--- config.mk ---
export PLATFORM = sky130hd
export DESIGN_NAME = match_controller
export DESIGN_NICKNAME = d
export VERILOG_FILES = /design/src/rtl/match_controller_pkg.sv /design/src/rtl/match_controller_seg7_decoder.sv /design/src/rtl/match_controller.sv
export SDC_FILE = /design/constraint.sdc
export NUM_CORES = 1
export LEC_CHECK = 0
export CAP_MARGIN = 20
export CORE_ASPECT_RATIO = 0.7
export CORE_MARGIN = 2
export CORE_UTILIZATION = 54
export CTS_CLUSTER_SIZE = 24
export DETAILED_ROUTE_END_ITERATION = 16
export PLACE_DENSITY = 0.92
export SYNTH_ARGS = -nofsm -noshare
export SYNTH_HDL_FRONTEND = slang
export SYNTH_HIERARCHICAL = 1
export SYNTH_SLANG_ARGS = --single-unit
--- constraint.sdc ---
create_clock -name clk -period 2.7 [get_ports clk]
set_clock_uncertainty 0.15 [all_clocks]
set_input_delay 0.54 -clock clk [delete_from_list [all_inputs] [get_ports clk]]
set_output_delay 0.54 -clock clk [all_outputs]
set_load 0.01 [all_outputs]
--- src/rtl/match_controller_pkg.sv ---
// Shared types and constants for the two-player round/match sequencer.
// Holds the state encoding, winner codes, 7-seg glyphs and a small round helper.
package match_controller_pkg;

  typedef enum logic [2:0] {
    IDLE       = 3'd0,
    ROUND_RST  = 3'd1,
    COUNTDOWN  = 3'd2,
    FIGHT      = 3'd3,
    KO         = 3'd4,
    MATCH_OVER = 3'd5
  } match_state_t;

  localparam logic [1:0] WIN_NONE = 2'b00;
  localparam logic [1:0] WIN_P1   = 2'b01;
  localparam logic [1:0] WIN_P2   = 2'b10;

  // Active-low segments, bit 0 = a ... bit 6 = g.
  localparam logic [6:0] SEG_BLANK = 7'h7F;
  localparam logic [6:0] SEG_P     = 7'h0C;

  localparam logic [3:0] ROUND_MAX = 4'd9;

  function automatic logic [3:0] next_round(input logic [3:0] cur);
    next_round = (cur >= ROUND_MAX) ? ROUND_MAX : cur + 4'd1;
  endfunction

endpackage

--- src/rtl/match_controller_seg7_decoder.sv ---
// Hex digit to active-low 7-segment glyph, purely combinational.
module seg7_decoder (
  input  logic [3:0] digit,
  output logic [6:0] seg
);

  always_comb begin
    seg = 7'h7F;
    case (digit)
      4'h0: seg = 7'h40;
      4'h1: seg = 7'h79;
      4'h2: seg = 7'h24;
      4'h3: seg = 7'h30;
      4'h4: seg = 7'h19;
      4'h5: seg = 7'h12;
      4'h6: seg = 7'h02;
      4'h7: seg = 7'h78;
      4'h8: seg = 7'h00;
      4'h9: seg = 7'h10;
      4'hA: seg = 7'h08;
      4'hB: seg = 7'h03;
      4'hC: seg = 7'h46;
      4'hD: seg = 7'h21;
      4'hE: seg = 7'h06;
      4'hF: seg = 7'h0E;
      default: seg = 7'h7F;
    endcase
  end

endmodule

--- src/rtl/match_controller.sv ---
// Round/match sequencer: IDLE -> ROUND_RST -> COUNTDOWN -> FIGHT -> KO -> next round
// or MATCH_OVER, with score/round/countdown shown on six registered 7-seg digits.
module match_controller
  import match_controller_pkg::*;
#(
  parameter int HEALTH_W       = 3,
  parameter int FPS            = 60,
  parameter int COUNTDOWN_SECS = 3,
  parameter int KO_FRAMES      = 120,
  parameter int ROUNDS_TO_WIN  = 2
) (
  input  logic                clk,
  input  logic                rst,
  input  logic                frame_tick,
  input  logic                start,
  input  logic [HEALTH_W-1:0] player1_health,
  input  logic [HEALTH_W-1:0] player2_health,
  output logic                round_rst,
  output logic                fight_enable,
  output match_state_t        match_state,
  output logic [1:0]          p1_wins,
  output logic [1:0]          p2_wins,
  output logic [3:0]          round_num,
  output logic [1:0]          winner,
  output logic [6:0]          HEX0,
  output logic [6:0]          HEX1,
  output logic [6:0]          HEX2,
  output logic [6:0]          HEX3,
  output logic [6:0]          HEX4,
  output logic [6:0]          HEX5
);

  localparam int FRAME_W = (FPS > 1) ? $clog2(FPS) : 1;
  localparam int KO_W    = $clog2(KO_FRAMES + 1);

  localparam logic [FRAME_W-1:0] FRAME_LAST = FRAME_W'(FPS - 1);
  localparam logic [KO_W-1:0]    KO_LAST    = KO_W'(KO_FRAMES - 1);
  localparam logic [1:0]         SEC_INIT   = 2'(COUNTDOWN_SECS);
  localparam logic [1:0]         WINS_MAX   = 2'(ROUNDS_TO_WIN);

  match_state_t       state;
  logic [FRAME_W-1:0] frame_cnt;
  logic [KO_W-1:0]    ko_cnt;
  logic [1:0]         sec;

  logic p1_ko;
  logic p2_ko;

  assign p1_ko       = (player1_health == '0);
  assign p2_ko       = (player2_health == '0);
  assign match_state = state;

  always_ff @(posedge clk) begin
    if (rst) begin
      state        <= IDLE;
      round_rst    <= 1'b0;
      fight_enable <= 1'b0;
      p1_wins      <= 2'd0;
      p2_wins      <= 2'd0;
      round_num    <= 4'd1;
      winner       <= WIN_NONE;
      frame_cnt    <= '0;
      ko_cnt       <= '0;
      sec          <= 2'd0;
    end else begin
      round_rst <= 1'b0;
      case (state)
        IDLE: begin
          if (start) begin
            state     <= ROUND_RST;
            round_rst <= 1'b1;
          end
        end

        ROUND_RST: begin
          sec       <= SEC_INIT;
          frame_cnt <= '0;
          state     <= COUNTDOWN;
        end

        COUNTDOWN: begin
          if (frame_tick) begin
            if (frame_cnt == FRAME_LAST) begin
              frame_cnt <= '0;
              sec       <= sec - 2'd1;
              if (sec == 2'd1) begin
                state        <= FIGHT;
                fight_enable <= 1'b1;
              end
            end else begin
              frame_cnt <= frame_cnt + FRAME_W'(1);
            end
          end
        end

        FIGHT: begin
          // A double KO is a draw: the round ends but nobody scores.
          if (p1_ko || p2_ko) begin
            state        <= KO;
            ko_cnt       <= '0;
            fight_enable <= 1'b0;
            if (p1_ko && !p2_ko && p2_wins != WINS_MAX) p2_wins <= p2_wins + 2'd1;
            if (p2_ko && !p1_ko && p1_wins != WINS_MAX) p1_wins <= p1_wins + 2'd1;
          end
        end

        KO: begin
          if (frame_tick) begin
            if (ko_cnt == KO_LAST) begin
              if (p1_wins == WINS_MAX || p2_wins == WINS_MAX) begin
                state  <= MATCH_OVER;
                winner <= (p1_wins == WINS_MAX) ? WIN_P1 : WIN_P2;
              end else begin
                round_num <= next_round(round_num);
                state     <= ROUND_RST;
                round_rst <= 1'b1;
              end
            end else begin
              ko_cnt <= ko_cnt + KO_W'(1);
            end
          end
        end

        MATCH_OVER: begin
          if (start) begin
            p1_wins   <= 2'd0;
            p2_wins   <= 2'd0;
            round_num <= 4'd1;
            winner    <= WIN_NONE;
            state     <= ROUND_RST;
            round_rst <= 1'b1;
          end
        end

        default: state <= IDLE;
      endcase
    end
  end

  logic [6:0] seg_p1;
  logic [6:0] seg_p2;
  logic [6:0] seg_round;
  logic [6:0] seg_sec;
  logic [6:0] seg_winner;

  seg7_decoder u_seg_p1     (.digit({2'b00, p1_wins}), .seg(seg_p1));
  seg7_decoder u_seg_p2     (.digit({2'b00, p2_wins}), .seg(seg_p2));
  seg7_decoder u_seg_round  (.digit(round_num),        .seg(seg_round));
  seg7_decoder u_seg_sec    (.digit({2'b00, sec}),     .seg(seg_sec));
  seg7_decoder u_seg_winner (.digit({2'b00, winner}),  .seg(seg_winner));

  // Display stays dark until a match has been started.
  always_ff @(posedge clk) begin
    if (rst) begin
      HEX0 <= SEG_BLANK;
      HEX1 <= SEG_BLANK;
      HEX2 <= SEG_BLANK;
      HEX3 <= SEG_BLANK;
      HEX4 <= SEG_BLANK;
      HEX5 <= SEG_BLANK;
    end else begin
      HEX5 <= (state == IDLE)       ? SEG_BLANK : seg_p1;
      HEX0 <= (state == IDLE)       ? SEG_BLANK : seg_p2;
      HEX3 <= (state == IDLE)       ? SEG_BLANK : seg_round;
      HEX2 <= (state == COUNTDOWN)  ? seg_sec   : SEG_BLANK;
      HEX4 <= (state == MATCH_OVER) ? SEG_P     : SEG_BLANK;
      HEX1 <= (state == MATCH_OVER) ? seg_winner : SEG_BLANK;
    end
  end

endmodule
# Word level (Yosys, flattened, before mapping)
# Memory sizes are Yosys's and may differ from the RTL's. A register that Yosys moved wholly into a read port is not among the register bits.
# Cells that the tools add are included.
# word_totals
n_memories,5
in_bits,10
reg_bits,37
word_cells,127
romBits,560
out_inout_bits,57
# classes
n_bitwise,2
add_sub_neg,6
eq_ne,25
mux,48
n_reduce_logical,29
order_cmp,1
# memory_table
name,depth,width,read_ports,rd_ports_with_merged_regs,write_ports,line_no,rtl
(no name shown),16,7,1,1,0,match_controller_seg7_decoder.sv:9,case (digit)
(no name shown),16,7,1,1,0,match_controller_seg7_decoder.sv:9,
(no name shown),16,7,1,1,0,match_controller_seg7_decoder.sv:9,
(no name shown),16,7,1,1,0,match_controller_seg7_decoder.sv:9,
(no name shown),16,7,1,1,0,match_controller_seg7_decoder.sv:9,
# ops
cell,count
$mux 7,4
$ne 2x2->1 const B,14
$mux 3,8
$mux 2,11
$mux 4,5
$pmux 2 s2,4
$pmux 3 s5,1
$reduce_and 5->1,3
$pmux 7 s2,1
$mux 6,2
$pmux 6 s2,1
$reduce_and 4->1,3
$reduce_bool 2->1,5
$logic_not 3->1,3
$mux 1,8
$pmux 4 s2,1
$reduce_or 2->1,4
$add 7x1->7 const B,1
$eq 7x7->1 const B,1
$reduce_and 7->1,1
$add 6x1->6 const B,1
$eq 3x2->1 const B,2
$eq 3x3->1 const B,2
$eq 6x6->1 const B,1
other kinds (15),24

# Logic depth before layout (Yosys ltp)
# depth
depth_word,7
depth_mapped,7

# Modules after synthesis
# Netlist, hierarchy kept.
# by_module_without_submodules
module,cells_per_inst,area_per_inst_um2,instances
match_controller,289,2717.6,1
seg7_decoder at u_seg_p1 ...,32,275.3,4
seg7_decoder at u_seg_p2,35,247.7,1

# Least setup slack after synthesis
# OpenSTA, ideal clock, no wires.
# synth_timing
kind,register to register
start,register round_num[0]
end,register HEX3[3]
period_less_slack_ps,2116
arrival_time_ps,1839
path_slack_ps,584
path_stages_with_launch,6
required_time_ps,2423
n_path_buf,0
cell_sequence,dfxtp_1 inv_1 ha_1 inv_1 mux4_1 or3_1
# synth_rtl
item,line_no,rtl
from (decl),match_controller.sv:23,"output logic [3:0] round_num,"
from (signal assigned),match_controller.sv:114,round_num <= next_round(round_num);
to (decl),match_controller.sv:28,"output logic [6:0] HEX3,"

# Final worst setup path
# layout_timing
start,"register state[0], in the netlist match_state[0]"
end,output match_state[0]
# layout_rtl
item,line_no,rtl
from (decl),match_controller.sv:41,match_state_t state;
from (signal assigned),match_controller.sv:55,state <= IDLE;
from (signal assigned),match_controller.sv:70,state <= ROUND_RST;
from (signal assigned),match_controller.sv:78,state <= COUNTDOWN;
to (decl),match_controller.sv:20,"output match_state_t match_state,"
# No word-level cell between the ends.

==> metrics.txt <==
Post-synth EDFFs=0; Die Width=108 um; Max VDD drop=0.332 mV; vias in the first global route=3,287; proportion of layout cells with a drive suffix above 1=0.0811; most common cell after layout, fill and taps aside=dfxtp_1; DR vias/cell=between 5 and 6; pre-CTS setup slack=0.170 ns; CP Class=flip-flop to primary output; Final period util=0.947; final worst slack=roughly 0.14 ns; chip height=around 77 um; YS warnings=6; Worst setup SP type=flip-flop; NumNets Final=around 580; total grt overflow=0; CTS Root Cell=clkbuf_8; CTS resizes=0; Synth async-reset ratio=0; max-cap violations=0; Cell Int Power=around 2200 uW; Seq pwr share=0.398; Fmax=slightly below 400 MHz; CORE AREA=approximately 7300 sq um; clk sinks=66; GPL Wtd Cong=0.875; Sw Ratio=0.309; clk buf depth=2; DRT iter0 DRCs=a little over 200; Synth Area per Inst=approximately 9 sq um; Top FF cell, synth=dfxtp_1; P_leak=between 0.0015 and 0.002 uW; global-route wire length before repair=15,000 um; Vias=~3,500; Slew headroom=0.464; worst-skew pair later-pin latency=about 0.34 ns; final core utilization=0.687; starting density of the core=0.558; Placed Cells=roughly 610; post-CTS setup buffer count=0; Setup TNS=0 ns; Slowest-stage cell, CP=dfxtp_1; Seq cells post-synth=between 60 and 70; Area Growth Syn to Fin=23.1%; row count=26; initial antenna violation count=0; WL final=8990 um; Clock Power Share=0.296; first-pass detailed-route iteration total=5; Wirelength per Cell=14.3 um; gr usage total=0.224; buffers and inverters on the worst path=1; power per cell area=between 600 and 700 nW/um^2; distinct cell type count after synthesis=59; Post-DP Area=4790 sq um; post-route cell area=approximately 5000 sq um; type of the most critical hold path=flip-flop to flip-flop; PortBufs=64; worst slew pin tran=0.803 ns; final antenna-violating net count=0; largest net degree at the start of global routing=29; Worst-path clk slew=about 0.07 ns; CP top delay family=flip-flops; Slew Limit Fails=0; Antenna diodes=0; Post-Syn Area=~4100 sq um; Gate Count Post-Synth=between 400 and 500; Gate power share=0.306; CP Capture Type=primary output; DRC=0; Detailed Place HPWL=6550 um; IO Pins=between 60 and 70; CTS tree=built; die area=between 8000 and 9000 sq um; Worst Path Max Fanout=25; max incr delay on CP=0.85 ns; Final Hold Fails=0; H-tree Lvls=3; fin cells=~630; CP required=between 2 and 2.5 ns; CTS buffer count=9; critical-path cell list=clkdlybuf4s50_1; # setup viols final=0; post-synthesis sequential area ratio=0.325; RSZ-0062 raised after global routing=false; switching power=between 900 and 1000 uW; status=finished clean; cts hold-fix bufs=0; Tmin final=2.56 ns; CP arrival=around 1.9 ns; most frequent cells in the layout=dfxtp_1, clkdlybuf4s50_1, ha_1
[cell usage after synthesis, types with 2 or more instances]
cell type | instances | area, sq um
o211ai_1 | 2 | 15.0
nand3_1 | 5 | 25.0
a211oi_1 | 2 | 15.0
or2_2 | 3 | 18.8
o21ai_0 | 15 | 75.1
and3b_1 | 3 | 26.3
clkbuf_1 | 9 | 33.8
nor2_1 | 42 | 158
inv_1 | 21 | 78.8
buf_2 | 9 | 45.0
and2_1 | 3 | 18.8
and2b_2 | 4 | 35.0
nand2_1 | 28 | 105
buf_6 | 5 | 56.3
a22o_1 | 8 | 70.1
o2111ai_1 | 2 | 17.5
a31oi_1 | 3 | 18.8
buf_4 | 6 | 45.0
a32o_1 | 4 | 40.0
nand2b_1 | 13 | 81.3
or3_1 | 34 | 213
nor2b_1 | 5 | 31.3
a21oi_1 | 19 | 95.1
o22ai_1 | 2 | 12.5
mux2_2 | 5 | 56.3
mux4_1 | 4 | 105
nand3b_1 | 2 | 15.0
o21a_1 | 3 | 22.5
mux2i_1 | 19 | 190
ha_1 | 43 | 538
and4_1 | 3 | 26.3
nor4_1 | 2 | 12.5
nor3_1 | 13 | 65.1
xnor2_1 | 2 | 17.5
nand4_1 | 3 | 18.8
o21ai_1 | 3 | 15.0
and3_1 | 4 | 25.0
or3b_1 | 5 | 43.8
dfxtp_1 | 66 | 1320
xor2_1 | 7 | 61.3
o221a_2 | 2 | 22.5
conb_1 | 2 | 7.51
[path summary, 6_finish.rpt]
check / start / endpoint / slack [ns] / depth (start not counted)
max: match_state[0] / match_state[0] / 0.14 / 1
min: ko_cnt[0] / ko_cnt[0] / 0.40 / 2
max reg2reg: round_num[1] / round_num[0] / 0.43 / 6
min reg2reg: ko_cnt[0] / ko_cnt[0] / 0.40 / 2
[logic make-up after synthesis]
group                    Yosys count  share of synthesized area
flip-flops                        66                      0.325
XOR/XNOR                           9                     0.0194
adder cells (fa/ha/maj)           43                      0.132
buffers and inverters             50                     0.0637
AO/OA/AOI/OAI                     78                      0.133
multiplexers                      28                     0.0865
AND/OR/NAND/NOR                  176                      0.238
other                              2                    0.00185
[flip-flops by register name, indices dropped and copies added, names as in the netlist, 2 cells and up]
name / count
HEX0: 7
ko_cnt: 7
frame_cnt: 6
HEX1: 7
p2_wins: 2
HEX5: 7
HEX2: 7
p1_wins: 2
round_num: 4
match_state: 3
HEX3: 7
sec: 2
winner: 2
[power by group through the flow]
stage	clock [uW]	combinational, uW	sequential, uW
2_1_floorplan	0	532	1270
3_3_place_gp	0	901	1250
3_5_place_dp	0	936	1260
4_1_cts	942	943	1240
5_1_grt	994	1040	1260
6_report	920	953	1240
[through the flow]
step / power [uW] / hold slack [ns]
after floorplan: 1800 / 0.329
after global placement: 2150 / 0.342
after detailed placement: 2200 / 0.359
after CTS: 3120 / 0.384
after global routing: 3290 / 0.408
final: 3110 / 0.402
[layout make-up]
class	count	area [sq um]
Clock buffer	11	141
Timing Repair Buffer	70	698
Sequential cell	66	1320
Fill cell	568	2280
Clock inverter	5	77.6
Multi-Input combinational cell	357	2560
Inverter	21	78.8
Tap cell	98	123
[routing by layer]
metal | global-route usage | share of wire
met5 | 0 | 0
met4 | 0.0744 | 0.013
met3 | 0.0684 | 0.057
met2 | 0.367 | 0.48
met1 | 0.280 | 0.45
(Power assumes the default switching activity.)
